--- src/rtl/clk_ctrl_pkg.sv ---
// Shared constants for the clock divider controller: FSM state encodings
// and default widths for the divide value and the edge counter.
package clk_ctrl_pkg;

   // Controller states (two-bit encoding; 2'd3 is unused and recovers to idle)
   localparam logic [1:0] ST_IDLE     = 2'd0;
   localparam logic [1:0] ST_RUN      = 2'd1;
   localparam logic [1:0] ST_STOPPING = 2'd2;

   // Default widths
   localparam int DIV_W_DEF = 8;
   localparam int CNT_W_DEF = 16;

endpackage

--- src/rtl/clk_div_counter.sv ---
// Loadable down-counter used to time each half-period of clk_out.
// tc flags a count of zero; the owner reloads on tc, so the counter never
// needs to wrap in normal use.
module clk_div_counter #(
   parameter int W = 8
) (
   input  logic         clk,
   input  logic         reset,
   input  logic         en,
   input  logic         load,
   input  logic [W-1:0] load_val,
   output logic         tc
);

   logic [W-1:0] count_reg;

   // Load has priority over counting; counting only while enabled
   always_ff @(posedge clk) begin
      if (reset) begin
         count_reg <= '0;
      end else if (load) begin
         count_reg <= load_val;
      end else if (en) begin
         count_reg <= count_reg - W'(1);
      end
   end

   assign tc = (count_reg == '0);

endmodule

--- src/rtl/clk_div_ctrl.sv ---
// Run-time clock divider / gate. Produces a registered, divided clk_out with
// a one-cycle tick on each rising edge, and sequences start/stop so that a
// stop request always lets the current high half finish (no runt pulses).
module clk_div_ctrl
   import clk_ctrl_pkg::*;
#(
   parameter int DIV_W   = DIV_W_DEF,
   parameter int CNT_W   = CNT_W_DEF,
   parameter int DIV_RST = 1
) (
   input  logic             clk,
   input  logic             reset,
   input  logic             start,
   input  logic             stop,
   input  logic             load,
   input  logic [DIV_W-1:0] div_in,
   output logic             clk_out,
   output logic             tick,
   output logic             busy,
   output logic [DIV_W-1:0] div_q,
   output logic [CNT_W-1:0] edges_q
);

   logic [1:0]       state_reg,  state_next;
   logic             clk_reg,    clk_next;
   logic             tick_reg,   tick_next;
   logic [CNT_W-1:0] edges_reg,  edges_next;
   logic [DIV_W-1:0] div_reg,    div_next;
   logic             cnt_load;
   logic             cnt_en;
   logic             cnt_tc;
   logic             go;

   // A run request only counts when stop is not asserted alongside it
   assign go = start & ~stop;

   // Next-state logic: divide value update, FSM, output clock and edge count
   always_comb begin
      // A divide value of zero is meaningless; store it as one
      div_next   = div_reg;
      if (load) begin
         div_next = (div_in == '0) ? DIV_W'(1) : div_in;
      end
      state_next = state_reg;
      clk_next   = clk_reg;
      tick_next  = 1'b0;
      edges_next = edges_reg;
      cnt_load   = 1'b0;
      cnt_en     = 1'b0;

      case (state_reg)
         ST_IDLE: begin
            clk_next = 1'b0;
            if (go) begin
               state_next = ST_RUN;
               cnt_load   = 1'b1;
               edges_next = '0;
            end
         end
         ST_RUN: begin
            if (stop && !clk_reg) begin
               // Already parked low: leave immediately without toggling
               state_next = ST_IDLE;
            end else begin
               cnt_en = 1'b1;
               if (stop) begin
                  state_next = ST_STOPPING;
               end
               if (cnt_tc) begin
                  clk_next = ~clk_reg;
                  cnt_load = 1'b1;
                  if (!clk_reg) begin
                     tick_next  = 1'b1;
                     edges_next = edges_reg + CNT_W'(1);
                  end else if (stop) begin
                     // High half ends on this very edge: nothing left to wait for
                     state_next = ST_IDLE;
                  end
               end
            end
         end
         ST_STOPPING: begin
            if (!clk_reg) begin
               // Cannot normally happen; park safely
               state_next = ST_IDLE;
               clk_next   = 1'b0;
            end else begin
               cnt_en = 1'b1;
               if (go) begin
                  state_next = ST_RUN;
               end
               if (cnt_tc) begin
                  clk_next = 1'b0;
                  cnt_load = 1'b1;
                  if (!go) begin
                     state_next = ST_IDLE;
                  end
               end
            end
         end
         default: begin
            state_next = ST_IDLE;
            clk_next   = 1'b0;
         end
      endcase
   end

   // Half-period timer; reloads with the (possibly just loaded) divide value
   clk_div_counter #(
      .W (DIV_W)
   ) u_counter (
      .clk      (clk),
      .reset    (reset),
      .en       (cnt_en),
      .load     (cnt_load),
      .load_val (div_next - DIV_W'(1)),
      .tc       (cnt_tc)
   );

   // State and output registers with synchronous reset
   always_ff @(posedge clk) begin
      if (reset) begin
         state_reg <= ST_IDLE;
         clk_reg   <= 1'b0;
         tick_reg  <= 1'b0;
         edges_reg <= '0;
         div_reg   <= DIV_W'(DIV_RST);
      end else begin
         state_reg <= state_next;
         clk_reg   <= clk_next;
         tick_reg  <= tick_next;
         edges_reg <= edges_next;
         div_reg   <= div_next;
      end
   end

   assign clk_out = clk_reg;
   assign tick    = tick_reg;
   assign busy    = (state_reg != ST_IDLE);
   assign div_q   = div_reg;
   assign edges_q = edges_reg;

endmodule
--- config.mk ---
export PLATFORM = sky130hd
export DESIGN_NAME = clk_div_ctrl
export DESIGN_NICKNAME = d
export VERILOG_FILES = /design/src/rtl/clk_ctrl_pkg.sv /design/src/rtl/clk_div_counter.sv /design/src/rtl/clk_div_ctrl.sv
export SDC_FILE = /design/constraint.sdc
export NUM_CORES = 1
export LEC_CHECK = 0
export ABC_AREA = 1
export BUFFER_PORTS_ARGS = -buffer_cell sky130_fd_sc_hd__buf_2
export CORE_UTILIZATION = 56
export CTS_BUF_LIST = sky130_fd_sc_hd__clkbuf_2
export CTS_CLUSTER_DIAMETER = 50
export CTS_CLUSTER_SIZE = 20
export DETAILED_ROUTE_END_ITERATION = 8
export GPL_TIMING_DRIVEN = 0
export PLACE_DENSITY = 0.92
export SLEW_MARGIN = 20
export SYNTH_ARGS = -nofsm -noshare
export SYNTH_HDL_FRONTEND = slang
export SYNTH_SLANG_ARGS = --single-unit
--- constraint.sdc ---
create_clock -name clk -period 2.55 [get_ports clk]
set_clock_uncertainty 0.1 [all_clocks]
set_input_delay 0.255 -clock clk [delete_from_list [all_inputs] [get_ports clk]]
set_output_delay 0.255 -clock clk [all_outputs]
set_load 0.005 [all_outputs]
* Yosys cells after proc, flatten, opt, wreduce, memory -nomap -nowiden
Index checks and enable logic that the tools add are counted.
Widths: inputs -> output; s select.
** Storage, ports and cells
- Bits in registers :: 36
- Bits in latches :: 0
- Memory bits (writable) :: 0
- Bits in read-only memories :: 0
- Input port bits :: 13
- Output and inout port bits :: 27
- Logic and storage cells :: 64
- Memories kept :: 0
** Cells by class
- $add $sub $neg :: 3
- Multipliers :: 0
- Divide/modulo/power cells :: 0
- $lt $le $gt $ge :: 0
- Equality and inequality tests :: 6
- Shifts and indexed selects :: 0
- Mux-type cells :: 33
- Bitwise logic cells :: 5
- Reduce and logical (&&, ||, !) cells :: 11
** Operators with widths (number)
- $mux 16 :: 4
- $mux 8 :: 4
- $pmux 16 s2 :: 1
- $mux 2 :: 9
- $add 16x1->16 const B :: 1
- $logic_not 8->1 :: 2
- $sub 8x1->8 const B :: 2
- $mux 1 :: 11
- $ne 2x2->1 const B :: 4
- $pmux 2 s3 :: 1
- $reduce_bool 2->1 :: 3
- $reduce_and 5->1 :: 1
- $not 1->1 :: 4
- $pmux 1 s2 :: 2
- $reduce_or 4->1 :: 1
- $pmux 1 s3 :: 1
- $eq 2x1->1 const B :: 1
- $eq 2x2->1 const B :: 1
- $logic_not 2->1 :: 1
- $reduce_and 2->1 :: 1
- $and 1x1->1 :: 1
- $logic_and 1x1->1 :: 1
- $logic_not 1->1 :: 1

* Logic depth before layout (Yosys ltp)
- Depth after elaboration :: 7
- Mapped depth :: 16
- Gate-level depth less buffers :: 16

* By module
Synthesis repeated with hierarchy kept, for this count alone.
** Second synthesis, totals
- Cells, all modules :: 349
- Area, all modules :: 2249.7 sq um
** Modules (own cells, without submodules)
- clk_div_ctrl :: instances 1, cells an instance 268, area each 1711.6 sq um, seq. area each 560.5 sq um
- clk_div_counter :: instances 1, cells an instance 81, area each 538.0 sq um, seq. area each 160.2 sq um

* Worst setup path after synthesis
OpenSTA, ideal clock, no wires.
- Path kind :: reg-to-reg
- From :: register state_reg[0]
- To :: register u_counter.count_reg[4]
- Setup time :: 120 ps
- Arrival time :: 1710 ps
- Data required time :: 2330 ps
- Setup slack :: 620 ps
- Cell stages (with the launch flop) :: 16
- Path buffers :: 0
- Clock period less this slack :: 1930 ps
- Path through :: dfxtp_1 -> inv_1 -> ha_1 -> nand2_1 -> nand2_1 -> nand2_2 -> nand2_4 -> nand2_4 -> nand2_1 -> nand2_2 -> ha_1 -> inv_1 -> nor2_4 -> inv_1 -> o21bai_1 -> a21oi_1
** On the way
- Longest elaborated chain between the ends :: 3
- Elaborated cells on any way between the ends :: 7
- Classes of those cells :: eq/ne (2); mux (3); reduce/logical (2)
** RTL lines
- from (decl) :: line clk_div_ctrl.sv:24 : logic [1:0] state_reg, state_next;
- from (signal assigned) :: line clk_div_ctrl.sv:129 : state_reg <= state_next;
- $eq 2x2->1, or another cell as far along :: line clk_div_ctrl.sv:51 : case (state_reg)
- $pmux 1 s3 or $pmux 1 s2 (tied branches) :: line clk_div_ctrl.sv:51
- $mux 8 or $reduce_bool 2->1 (tied branches)
- to (signal assigned) :: line clk_div_counter.sv:22 : count_reg <= load_val;
- to (signal assigned) :: line clk_div_counter.sv:24 : count_reg <= count_reg - W'(1);
- to (decl) :: line clk_div_counter.sv:15 : logic [W-1:0] count_reg;
Parallel ways exist; a longest one is shown, timed or not.
A chain may end at the register's enable or synchronous reset.

* Final worst setup path
- From :: register state_reg[1]
- To :: register u_counter.count_reg[4]
Same word-level chain as after synthesis.

==> metrics.md <==
| Metric | Value |
|---|---|
| Leading area contributor after synthesis | `dfxtp_1` |
| Cell Area, Synth | `0.00203 sq mm` |
| Worst-path cell chain | `inv_1, ha_1, nand2_1, nand2_1, nand2_2, nand2_4, nand2_4, nand2_1, nand2_2, ha_1, inv_1, nor2_4, inv_1, o21bai_1, a21oi_1` |
| Total iterations of the first detailed-routing run | `4` |
| CP Class | `reg2reg` |
| Hold buffer count at CTS | `1` |
| FF+latch area | `721 sq um` |
| DP Wirelength | `3.41 mm` |
| Core Util, Final | `68.1%` |
| CP endpoint kind | `register` |
| Clk slew on worst S/H paths | `170 ps` |
| Cells after synthesis | `295` |
| Hold/Removal Path Class | `in2reg` |
| Multi-input combinational cell area | `0.00109 sq mm` |
| Post-synthesis sequential area ratio | `35.5%` |
| Post-CTS sizing | `0` |
| Postcts setup bufs | `0` |
| # setup viols final | `0` |
| Post-DR vias/cell | `5.26` |
| Die height | `62.2 um` |
| RSZ-0062 raised after global routing | `false` |
| Delay-heaviest family, CP | `simple AND/OR/NAND/NOR gates` |
| Critical Path RT | `2770 ps` |
| Final Max Tran Viols | `0` |
| Diode count | `0` |
| Clock power share | `21.6%` |
| Remaining global-route overflow | `0` |
| Distinct cells, synth | `34` |
| Synth area leaders | `dfxtp_1 35%, nand2_1 10%, inv_1 8.5%` |
| Core Area | `0.00342 sq mm` |
| Synth warn | `0` |
| Placer congestion estimate | `0.911` |
| H-tree lvl count | `2` |
| Leak | `1.14 nW` |
| Layout cell share with drive strength beyond 1 | `23.7%` |
| Placed instance area | `0.00228 sq mm` |
| DR WL/cell | `11.3 um` |
| Final nets | `361` |
| Outcome | `finished, final reports clean` |
| Row count | `21` |
| Pwr dens | `491 mW/mm^2` |
| # DRC | `0` |
| Die X | `62.2 um` |
| Max-Cap Viols | `0` |
| Initial antenna violation count | `0` |
| Sw frac | `34.6%` |
| Most frequent cell after synthesis | `nand2_1` |
| Commonest cells post-synth | `56 x nand2_1, 46 x inv_1, 36 x dfxtp_1` |
| Die footprint | `0.00387 sq mm` |
| R2R Path Start | `state_reg[1]` |
| Fin crit period | `2210 ps` |
| Vias post-DR | `2039` |
| Slowest CP cell | `dfxtp_1` |
| Routed wire length | `4.40 mm` |
| Synthesized net count | `314` |
| Psw | `0.000395 W` |
| Fmax | `453 MHz` |
| EDFF count, synth | `0` |
| Area growth syn-to-layout | `14.5%` |
| Hold Vio Cnt, Final | `0` |
| Gr usage total | `23.7%` |
| Top FF cell, synth | `dfxtp_1` |
| ANT nets after route | `0` |
| Slew HR | `68.8%` |
| Synth Register Bits | `36` |
| CP max stage delay | `390 ps` |
| TritonCTS Buffers | `5` |
| Worst setup path start | `state_reg[1]` |
| Crit path launch type | `register` |
| Gate power share | `25.4%` |
| WP data arrival | `2430 ps` |
| Fin crit share | `86.7%` |
| Vias in the first global route | `1771` |
| Hold Startpoint | `div_in[6]` |
| Max reg flops | `16` |
| Internal power | `0.000747 W` |
| Fraction of registers with async set/reset | `0%` |
| TNS Setup | `0 ps` |
| Max Root-Sink Buffers | `2` |
| Worst VDD drop | `0.217 mV` |
| Slew @ Worst Pin | `469 ps` |
| Design Area, Final | `0.00233 sq mm` |
| Crit path buffers/inverters | `3` |
| Worst Path Max Fanout | `10` |
| CTS sink cnt | `36` |
| Flop pwr share | `52.9%` |
| Initial Util | `59.5%` |
| Maximum number of pins on one net before global-route repair | `11` |
| Initial DRC Count | `137` |
| CTS tree | `done` |
| Port Buf Inserts | `39` |
| Final-layout fill cell count | `278` |
| Clock Latency Late Sink | `400 ps` |
| Root buffer cell | `clkbuf_2` |
| Syn_area_per_cell | `6.89 sq um` |
| First-pass GRT wire length | `7.33 mm` |
| I/O pins | `40` |
| Area fraction of the dominant cell type after synthesis | `35.5%` |
[cell usage in the layout (no fill, tap or decap)]
cell	synthesis	routed
nand3_1	25	25
inv_1	46	46
clkbuf_1	1	1
buf_4	1	1
inv_2	5	5
nand2_1	56	56
nor3_2	2	2
o211ai_1	2	2
mux2i_1	2	2
o221a_2	1	1
o21a_1	1	1
o21bai_1	2	2
o21ai_0	18	18
nand2_4	3	3
xor2_1	1	1
a21oi_1	18	18
nor4_1	3	3
a22oi_1	1	1
dfxtp_1	36	36
nor3_1	2	2
a21oi_2	3	3
clkinv_1	2	4
o21ai_1	2	2
clkbuf_2	0	5
a31oi_1	3	3
nand3_2	1	1
o22ai_1	1	1
nor3_4	1	1
ha_1	6	6
nor2_4	4	4
nand2_2	9	9
or2_2	2	2
dlygate4sd3_1	0	1
buf_2	2	41
nor2_2	3	3
nor2_1	30	30
[metal layers]
metal | vias up | GRT usage [%] | wire (um)
li1 | 1033 | - | -
met1 | 934 | 27.0 | 1820
met2 | 61 | 41.3 | 2230
met3 | 11 | 4.60 | 226
met4 | 0 | 13.4 | 115
met5 | - | 0 | 0
[power groups by stage]
stage          Sequential (W)  Combinational [W]  Clock [W]
2_1_floorplan        0.000614           0.000215          0
3_3_place_gp         0.000615           0.000273          0
3_5_place_dp         0.000617           0.000282          0
4_1_cts              0.000604           0.000286   0.000246
5_1_grt              0.000609           0.000322   0.000270
6_report             0.000605           0.000290   0.000247
[cell families after synthesis]
| group | after synthesis | share of synthesized area [%] |
|---|---|---|
| buffers and inverters | 57 | 10.8 |
| muxes | 2 | 0.985 |
| AOI/OAI and AO/OA | 52 | 14.7 |
| xor gates and xnor gates | 1 | 0.431 |
| DFF | 36 | 35.5 |
| adders and majority gates | 6 | 3.69 |
| and+or+nand+nor | 141 | 33.9 |
[path summary, 6_finish.rpt]
| check | end | slack, ps | cells past startpoint |
|---|---|---|---|
| max reg2reg | u_counter.count_reg[4] | 340 | 15 |
| min | div_q[6] | 40 | 3 |
| max | u_counter.count_reg[4] | 340 | 15 |
| min reg2reg | edges_q[13] | 410 | 1 |
[worst min-delay path, cell delays in order]
cell and delay [ps]:
buf_2 100, mux2i_1 90, nor2_1 80
[per-stage QoR]
step                      setup slack, ps  hold WS [ps]  total power [W]  instances
after floorplan                       620           231         0.000829        295
after detailed placement              376           371         0.000898        380
after CTS                             352          43.0          0.00114        388
after global routing                  129          83.3          0.00120        388
after global placement                433           344         0.000888        380
final                                 340          44.9          0.00114        388
[layout make-up]
type	count	area share (%)
buffer	4	0.914
clock buffer	5	1.08
clock inverter	2	0.323
inverter	53	8.55
multi-input combinational	202	46.9
sequential	36	31.0
tap	46	2.47
timing repair buffer	40	8.82
No activity file was read; power rests on OpenSTA's default activity.
